$ cat config.mk
export PLATFORM = sky130hd
export DESIGN_NAME = seg7_capture_flat
export DESIGN_NICKNAME = d
export VERILOG_FILES = /design/src/rtl/seg7_capture_if.sv /design/src/rtl/seg7_capture.sv /design/src/flat_wrapper.sv
export SDC_FILE = /design/constraint.sdc
export NUM_CORES = 1
export LEC_CHECK = 0
export ABC_AREA = 1
export ABC_CLOCK_PERIOD_IN_PS = 2200
export CORE_UTILIZATION = 50
export DETAILED_ROUTE_END_ITERATION = 7
export PLACE_DENSITY = 0.86
export SETUP_SLACK_MARGIN = 0.05
export SYNTH_ARGS = -nofsm -noshare
export SYNTH_HDL_FRONTEND = slang
export SYNTH_SLANG_ARGS = --single-unit
$ cat constraint.sdc
create_clock -name clk -period 2.2 [get_ports clk]
set_input_delay 0.44 -clock clk [delete_from_list [all_inputs] [get_ports clk]]
set_output_delay 0.44 -clock clk [all_outputs]
set_load 0.01 [all_outputs]
$ cat src/rtl/seg7_capture_if.sv
// Bundle for the scanned 7-segment display tap: raw segment/anode inputs
// plus the decoded digit and event outputs.
interface seg7_capture_if;
   logic [6:0]  seg_n;
   logic [3:0]  an_n;
   logic [15:0] bcd_out;
   logic [3:0]  digit_valid;
   logic        upd;
   logic        err;
   logic [7:0]  err_count;
   logic        frame_done;

   modport master (
      output seg_n, an_n,
      input  bcd_out, digit_valid, upd, err, err_count, frame_done
   );

   modport slave (
      input  seg_n, an_n,
      output bcd_out, digit_valid, upd, err, err_count, frame_done
   );
endinterface

$ cat src/rtl/seg7_capture.sv
// Recovers the four BCD digits shown on a multiplexed common-anode display by
// watching its segment/anode lines and accepting only patterns that stay stable.
//
//   state | meaning
//   ------+-----------------------------------------------------------------
//   IDLE  | no single digit is being scanned; counter held at 0
//   TRACK | one digit enabled, counting consecutive identical samples
//   HOLD  | current sample already accepted; waiting for it to change
module seg7_capture #(
   parameter int unsigned STABLE_CYCLES = 4
) (
   input logic          clk,
   input logic          rst,
   seg7_capture_if.slave bus
);

   localparam logic [7:0] CNT_LAST   = 8'(STABLE_CYCLES - 1);
   localparam logic [7:0] CNT_ACCEPT = 8'(STABLE_CYCLES);

   typedef enum logic [1:0] {
      IDLE  = 2'd0,
      TRACK = 2'd1,
      HOLD  = 2'd2
   } state_e;

   logic [6:0]  seg_s1, seg_s2;
   logic [3:0]  an_s1, an_s2;

   state_e      state;
   logic [7:0]  cnt;
   logic [10:0] prev;
   logic [15:0] bcd_q;
   logic [3:0]  valid_q;
   logic        upd_q;
   logic        err_q;
   logic [7:0]  err_count_q;
   logic        frame_done_q;
   logic [3:0]  seen;

   logic        scannable;
   logic [1:0]  pos;
   logic [10:0] sample;
   logic        legal;
   logic        blank;
   logic [3:0]  digit;
   logic [3:0]  seen_next;

   // Synchronisers idle at all-ones so reset looks like "display dark".
   always_ff @(posedge clk or posedge rst) begin
      if (rst) begin
         seg_s1 <= '1;
         seg_s2 <= '1;
         an_s1  <= '1;
         an_s2  <= '1;
      end else begin
         seg_s1 <= bus.seg_n;
         seg_s2 <= seg_s1;
         an_s1  <= bus.an_n;
         an_s2  <= an_s1;
      end
   end

   assign sample = {an_s2, seg_s2};

   always_comb begin
      scannable = 1'b1;
      pos       = 2'd0;
      case (an_s2)
         4'b1110: pos = 2'd0;
         4'b1101: pos = 2'd1;
         4'b1011: pos = 2'd2;
         4'b0111: pos = 2'd3;
         default: scannable = 1'b0;
      endcase
   end

   always_comb begin
      legal = 1'b1;
      blank = 1'b0;
      digit = 4'd0;
      case (seg_s2)
         7'b1000000: digit = 4'd0;
         7'b1111001: digit = 4'd1;
         7'b0100100: digit = 4'd2;
         7'b0110000: digit = 4'd3;
         7'b0011001: digit = 4'd4;
         7'b0010010: digit = 4'd5;
         7'b0000010: digit = 4'd6;
         7'b1111000: digit = 4'd7;
         7'b0000000: digit = 4'd8;
         7'b0010000: digit = 4'd9;
         7'b1111111: begin
            legal = 1'b0;
            blank = 1'b1;
         end
         default: legal = 1'b0;
      endcase
   end

   assign seen_next = seen | ~an_s2;

   always_ff @(posedge clk or posedge rst) begin
      if (rst) begin
         state        <= IDLE;
         cnt          <= '0;
         prev         <= '1;
         bcd_q        <= '0;
         valid_q      <= '0;
         upd_q        <= 1'b0;
         err_q        <= 1'b0;
         err_count_q  <= '0;
         frame_done_q <= 1'b0;
         seen         <= '0;
      end else begin
         upd_q        <= 1'b0;
         err_q        <= 1'b0;
         frame_done_q <= 1'b0;
         if (!scannable) begin
            state <= IDLE;
            cnt   <= '0;
         end else begin
            case (state)
               IDLE: begin
                  state <= TRACK;
                  cnt   <= 8'd1;
                  prev  <= sample;
               end
               TRACK: begin
                  if (sample != prev) begin
                     prev <= sample;
                     cnt  <= 8'd1;
                  end else if (cnt == CNT_LAST) begin
                     // Accept: the counter reaches STABLE_CYCLES on this edge.
                     cnt   <= CNT_ACCEPT;
                     state <= HOLD;
                     upd_q <= 1'b1;
                     if (legal) begin
                        bcd_q[4*pos +: 4] <= digit;
                        valid_q[pos]      <= 1'b1;
                     end else if (blank) begin
                        valid_q[pos] <= 1'b0;
                     end else begin
                        err_q <= 1'b1;
                        if (err_count_q != 8'hFF) err_count_q <= err_count_q + 8'd1;
                     end
                     if (seen_next == 4'hF) begin
                        frame_done_q <= 1'b1;
                        seen         <= '0;
                     end else begin
                        seen <= seen_next;
                     end
                  end else begin
                     cnt <= cnt + 8'd1;
                  end
               end
               HOLD: begin
                  if (sample != prev) begin
                     prev  <= sample;
                     cnt   <= 8'd1;
                     state <= TRACK;
                  end
               end
               default: begin
                  state <= IDLE;
                  cnt   <= '0;
               end
            endcase
         end
      end
   end

   assign bus.bcd_out     = bcd_q;
   assign bus.digit_valid = valid_q;
   assign bus.upd         = upd_q;
   assign bus.err         = err_q;
   assign bus.err_count   = err_count_q;
   assign bus.frame_done  = frame_done_q;

endmodule
$ cat src/flat_wrapper.sv
// flat-port wrapper written by rule: the top's interface ports become plain ports
module seg7_capture_flat 
#(
   parameter int unsigned STABLE_CYCLES = 4
)
  (clk, rst, bus_seg_n, bus_an_n, bus_bcd_out, bus_digit_valid, bus_upd, bus_err, bus_err_count, bus_frame_done);
  seg7_capture_if bus_i ();
  input logic clk;
  input logic rst;
  input wire logic [$bits(bus_i.seg_n)-1:0] bus_seg_n;
  input wire logic [$bits(bus_i.an_n)-1:0] bus_an_n;
  output wire logic [$bits(bus_i.bcd_out)-1:0] bus_bcd_out;
  output wire logic [$bits(bus_i.digit_valid)-1:0] bus_digit_valid;
  output wire logic [$bits(bus_i.upd)-1:0] bus_upd;
  output wire logic [$bits(bus_i.err)-1:0] bus_err;
  output wire logic [$bits(bus_i.err_count)-1:0] bus_err_count;
  output wire logic [$bits(bus_i.frame_done)-1:0] bus_frame_done;
  assign bus_i.seg_n = bus_seg_n;
  assign bus_i.an_n = bus_an_n;
  assign bus_bcd_out = bus_i.bcd_out;
  assign bus_digit_valid = bus_i.digit_valid;
  assign bus_upd = bus_i.upd;
  assign bus_err = bus_i.err;
  assign bus_err_count = bus_i.err_count;
  assign bus_frame_done = bus_i.frame_done;
  seg7_capture #(.STABLE_CYCLES(STABLE_CYCLES)) u_core (.clk(clk), .rst(rst), .bus(bus_i));
endmodule
After elaboration in Yosys (flattened, before gate mapping)
Cells that the tools add are included.
Word-level totals
  flip-flop bits (word level): 78
  bits in latches: 0
  bits in writable memories: 0
  bits in read-only memories: 0
  bits of input ports: 13
  output and inout bits: 31
  word-level logic and storage cells: 105
  memories: 0
Operators by class
  $add $sub $neg: 3
  multipliers: 0
  divide/modulo/power cells: 0
  magnitude comparators: 2
  eq/ne operators: 24
  shift operators: 2
  mux-type cells: 38
  bitwise operators: 8
  reduce and logical (&&, ||, !) cells: 14
Operator list (count)
  $pmux W4 S9: 1
  $neg A4 Y34: 1
  $shift A4 B34 Y16 const A: 1
  $shiftx A4 B34 Y16: 1
  $mux W8: 4
  $eq A7 B7 Y1 const B: 4
  $pmux W8 S3: 1
  $pmux W11 S2: 1
  $eq A7 B5 Y1 const B: 3
  $mux W1: 19
  $add A8 B1 Y8 const B: 2
  $bwmux W16: 1
  $eq A4 B4 Y1 const B: 4
  $eq A7 B6 Y1 const B: 2
  $mux W4: 3
  $pmux W2 S3: 2
  $mux W11: 1
  $ne A11 B11 Y1: 1
  $reduce_and A5 Y1: 2
  $reduce_or A10 Y1: 1
  $ne A3 B3 Y1 const B: 3
  $eq A8 B2 Y1 const B: 1
  $mux W2: 4
  $ne A8 B8 Y1 const B: 1
  21 further kinds: 27

Logic depth before layout (Yosys ltp)
  word-level depth: 10
  mapped depth: 14
  depth with buffers taken out: 13

Worst setup path after synthesis
No wires, ideal clock.
  path type: register -> register
  start: reg u_core.an_s2[2]
  end: reg u_core.bcd_q[2] (netlist: u_core.bus.bcd_out[2])
  library setup time: 0.077 ns
  arrival time: 2.041 ns
  required time: 2.123 ns
  slack: 0.083 ns
  cell stages (with the launch flop): 11
  path buffers: 1
  clock period less this slack: 2.117 ns
  cell sequence: dfstp_2 -> inv_1 -> nor3_1 -> a31o_2 -> clkbuf_1 -> inv_1 -> ha_1 -> inv_1 -> nor2_1 -> o21ai_0 -> o21ai_1
On the way
  cells in the longest elaborated chain, start to end: 5
  elaborated cells on any way between the ends: 14
  those cells by class: add/sub: 1; eq/ne: 5; shift: 2; mux: 3; bitwise: 1; reduce/logical: 2
RTL lines
  from (decl): RTL line seg7_capture.sv:27  | logic [3:0] an_s1, an_s2;
  from (signal assigned): RTL line seg7_capture.sv:59  | an_s2 <= an_s1;
  $eq A4 B3 Y1 or $eq A4 B4 Y1 (tied branches): RTL line seg7_capture.sv:68  | case (an_s2)
  $pmux W2 S3: RTL line seg7_capture.sv:68
  $neg A4 Y34: RTL line seg7_capture.sv:138  | bcd_q[4*pos +: 4] <= digit;
  $shiftx A4 B34 Y16 or $shift A4 B34 Y16 (tied branches): RTL line seg7_capture.sv:138
  $bwmux W16: RTL line seg7_capture.sv:138
  to (signal, indexed assignment): RTL line seg7_capture.sv:138
  to (decl): RTL line seg7_capture.sv:32  | logic [15:0] bcd_q;
Parallel ways exist; a longest one is shown, timed or not.
A chain may end at the register's enable or synchronous reset.

Worst setup path after layout
Same ends and word-level chain as after synthesis.

==> run metrics <==
number of buffers on the longest clock path=2; chain of cells forming the critical path=inv_1 > nor3_1 > a31o_2 > inv_1 > ha_2 > inv_1 > nor2_4 > o21ai_0 > o21ai_1; final setup violation count=0; final routed wirelength across all metal layers=8240 um; portion of total power attributed to sequential cells=52.3%; number of endpoints with negative hold slack in the final report=0; Post-Synthesis Cells=440; clock tree skew after final layout=0.0106 ns; area occupied by registers=1990 um^2; switching portion of total power=28.0%; class of the worst hold path=register to register; RSZ-0062 raised after global routing=true; highest achievable clock rate=479 MHz; number of global-route vias before repair=3020; VDD IR-drop max=0.502 mV; Synth Net Count=463; part of the Yosys area used for sequential elements=52.1%; max_slew headroom=66.6%; power per cell area=653 nW/um^2; post-CTS clock slew at the launch and capture registers of the worst setup and hold paths=0.08 ns; Avg Cell Area, Syn=8.69 um^2; cell-internal power=2.28 mW; MaxCap Viol Count=0; reg2reg start=u_core.an_s2[2]; post-synthesis cell area=3820 um^2; dominant register cell in the synthesized netlist=sky130_fd_sc_hd__dfrtp_1; number of clock sinks=78; crit path max-delay cell type=sky130_fd_sc_hd__dfstp_2; Startpoint Class=register; portion of the clock cycle consumed by the worst path in the final layout=94.9%; total area of multi-input combinational cells=1740 um^2; Clock Latency Late Sink=0.35 ns; final weighted congestion in routability-driven placement=0.931; detailed-route DRC error count=0; total CTS buffers=9; CP top delay family=flip-flops; async set or reset register ratio after synthesis=100%; critical path launch point=u_core.an_s2[2]; Detailed Place HPWL=5440 um; aggregate global routing overflow=0; Layout area overhead=27.0%; fraction of met3 tracks used by global routing=3.32%; Distinct cells, synth=35; number of storage elements in the synthesis netlist=78; run status=complete, no violations; CTS tree=built; number of placed instances, taps included=582; Global Route met2 Usage=34.3%; total I/O pin count=44; type of element capturing the critical path=register; antenna cell count=0; number of synthesis warnings=0; Final Net Count=535; first-pass GRT wire length=13000 um; routed wire length per instance=13.4 um; TritonRoute pass-1 iters=5; Arr. time, crit path=2.37 ns; critical path buffer and inverter count=3; fraction of layout cells with a size suffix above 1=22.8%; endpoint required time on the critical path=2.48 ns; largest net degree at the start of global routing=66; number of hold-repair buffers added at the cts stage=0; Horiz. Die Dim=89.5 um; Setup Total Neg Slack=0 ns; number of antenna violations at the first check in global routing=0; layout filler cell count=538; leakage=2.29 nW; met1 global-route usage=27.9%; Critical Path Fanout Max=6; Worst Hold Launch=u_core.seg_s1[1]; critical path class=register to register; transition time at the pin with the least slew margin=0.500 ns; cell at the root of the clock tree=sky130_fd_sc_hd__clkbuf_8; htree depth=3; Cell Rows=31; Net Sw Power=0.887 mW; final cell count without fillers=616; number of input and output port buffers inserted=43; Die Footprint=8000 um^2; delay of the slowest cell on the worst path=0.55 ns; vias after detailed routing=3309; EDFF count, synth=0; shortest clock period the worst path allows after layout=2.09 ns; final-report max-slew violation count=0; iteration-0 DRC count of the detailed router=161; Final ANT Viol Nets=0; height of the chip=89.5 um; starting density of the core=52.2%; most common cell type on the critical path=sky130_fd_sc_hd__inv_1; routing layer with the top usage in global route=met2; post-DR vias/cell=5.37; Clock Power Share=33.7%; Tot GR Track Use=21.4%; Core Area=7330 um^2; portion of total power attributed to combinational logic=14.0%
## path summary, 6_finish.rpt
check	to	slack (ns)	depth (start not counted)
max	u_core.bus.bcd_out[2]	0.11	9
min	u_core.seg_s2[1]	0.36	0
max reg2reg	u_core.bus.bcd_out[2]	0.11	9
min reg2reg	u_core.seg_s2[1]	0.36	0
max in group asynchronous	u_core.prev[3]	1.14	3
min in group asynchronous	u_core.bus.err_count[3]	0.40	2
## synthesized netlist by cell type, types with 3 or more instances
cell	n	area share, %
sky130_fd_sc_hd__ha_1	10	3.3
sky130_fd_sc_hd__inv_1	40	3.9
sky130_fd_sc_hd__o21ai_0	11	1.4
sky130_fd_sc_hd__nor2_2	3	0.49
sky130_fd_sc_hd__nand4_1	20	3.3
sky130_fd_sc_hd__o21ai_1	15	2.0
sky130_fd_sc_hd__xor2_1	4	0.92
sky130_fd_sc_hd__dfstp_2	33	23
sky130_fd_sc_hd__nor2_4	3	0.88
sky130_fd_sc_hd__nor2_1	44	4.3
sky130_fd_sc_hd__nand3_1	34	4.4
sky130_fd_sc_hd__nor3_1	11	1.4
sky130_fd_sc_hd__inv_2	4	0.39
sky130_fd_sc_hd__dfrtp_1	45	29
sky130_fd_sc_hd__nand2_1	129	13
sky130_fd_sc_hd__xnor2_1	7	1.6
sky130_fd_sc_hd__nand2_4	3	0.88
## kinds of logic after synthesis
| kind of cell | share of synthesized area (%) |
|---|---|
| adder cells (fa/ha/maj) | 3.27 |
| AND/OR/NAND/NOR | 31.1 |
| XOR/XNOR | 2.52 |
| buffers and inverters | 5.20 |
| AO/OA/AOI/OAI | 5.76 |
| flip-flops | 52.1 |
## area by class of cell
| class | instances | area share (%) |
|---|---|---|
| clock buffers | 9 | 2.55 |
| clock inverters | 7 | 1.44 |
| inverters | 45 | 3.63 |
| multi-input cells | 312 | 35.8 |
| flip-flops and latches | 78 | 41.0 |
| well taps | 99 | 2.55 |
| repair buffers | 66 | 12.9 |
## per-stage QoR
stage               util (%)  hold WS, ns  instance area, um^2  total power [mW]  worst slack [ns]
detailed placement      60.2        0.347                 4410              2.04           0.00276
floorplan                  -        0.345                 3830              1.93            0.0826
global placement        60.2        0.345                 4410              2.01            0.0951
CTS                     62.8        0.358                 4610              3.11            0.0549
global route            66.2        0.361                 4860              3.31            0.0218
finish                  66.2        0.357                 4860              3.17             0.112
## cells in the final DEF, fill, tap and decap left out, drive strengths merged, types with 2 or more instances in the layout
master / n
o22ai: 2
nand4: 20
nor2: 51
nand2: 132
clkdlybuf4s50: 43
dfstp: 33
nor3: 12
xnor2: 7
o211ai: 3
xor2: 4
ha: 10
o21ai: 26
buf: 23
a21oi: 2
clkinvlp: 3
inv: 47
nand3: 37
clkbuf: 9
dfrtp: 45
## routing by layer
layer  share of wire (%)  up-vias  routed length, um
met2                  48      145               3950
met5                   0        -                  0
met3                 5.3       35                441
met1                  43     1552               3550
met4                 3.7        0                302
li1                    -     1577                  -
## flip-flops by register name, summed over array words and instances (netlist names), named ones only
signal,cells
u_core.bus.err,1
u_core.bus.err_count,8
u_core.bus.bcd_out,16
u_core.an_s1,4
u_core.bus.frame_done,1
u_core.prev,11
u_core.seg_s2,7
u_core.seg_s1,7
u_core.state,2
u_core.seen,4
u_core.cnt,8
u_core.an_s2,4
u_core.bus.upd,1
## worst register-to-register path, delay by kind of cell, from the launching register on
family	cells	cell delay [ns]
DFF	1	0.55
AOI/OAI and AO/OA	3	0.40
adders and majority gates	1	0.39
and+or+nand+nor	2	0.36
buffers and inverters	3	0.31
## power by group through the flow
stage	registers, mW	logic, mW	clock network [mW]
2_1_floorplan	1.66	0.271	0
3_3_place_gp	1.67	0.342	0
6_report	1.66	0.444	1.07
4_1_cts	1.65	0.365	1.10
3_5_place_dp	1.68	0.358	0
5_1_grt	1.67	0.491	1.15
## what timing repair did
action | 4_1_cts | 5_1_grt
setup endpoints to repair | 2 | 47
buffers inserted | 0 | 17
pin swaps | 0 | 14
cloned | 0 | 1
gates resized for setup | 1 | 27
No activity file was read; power rests on OpenSTA's default activity.
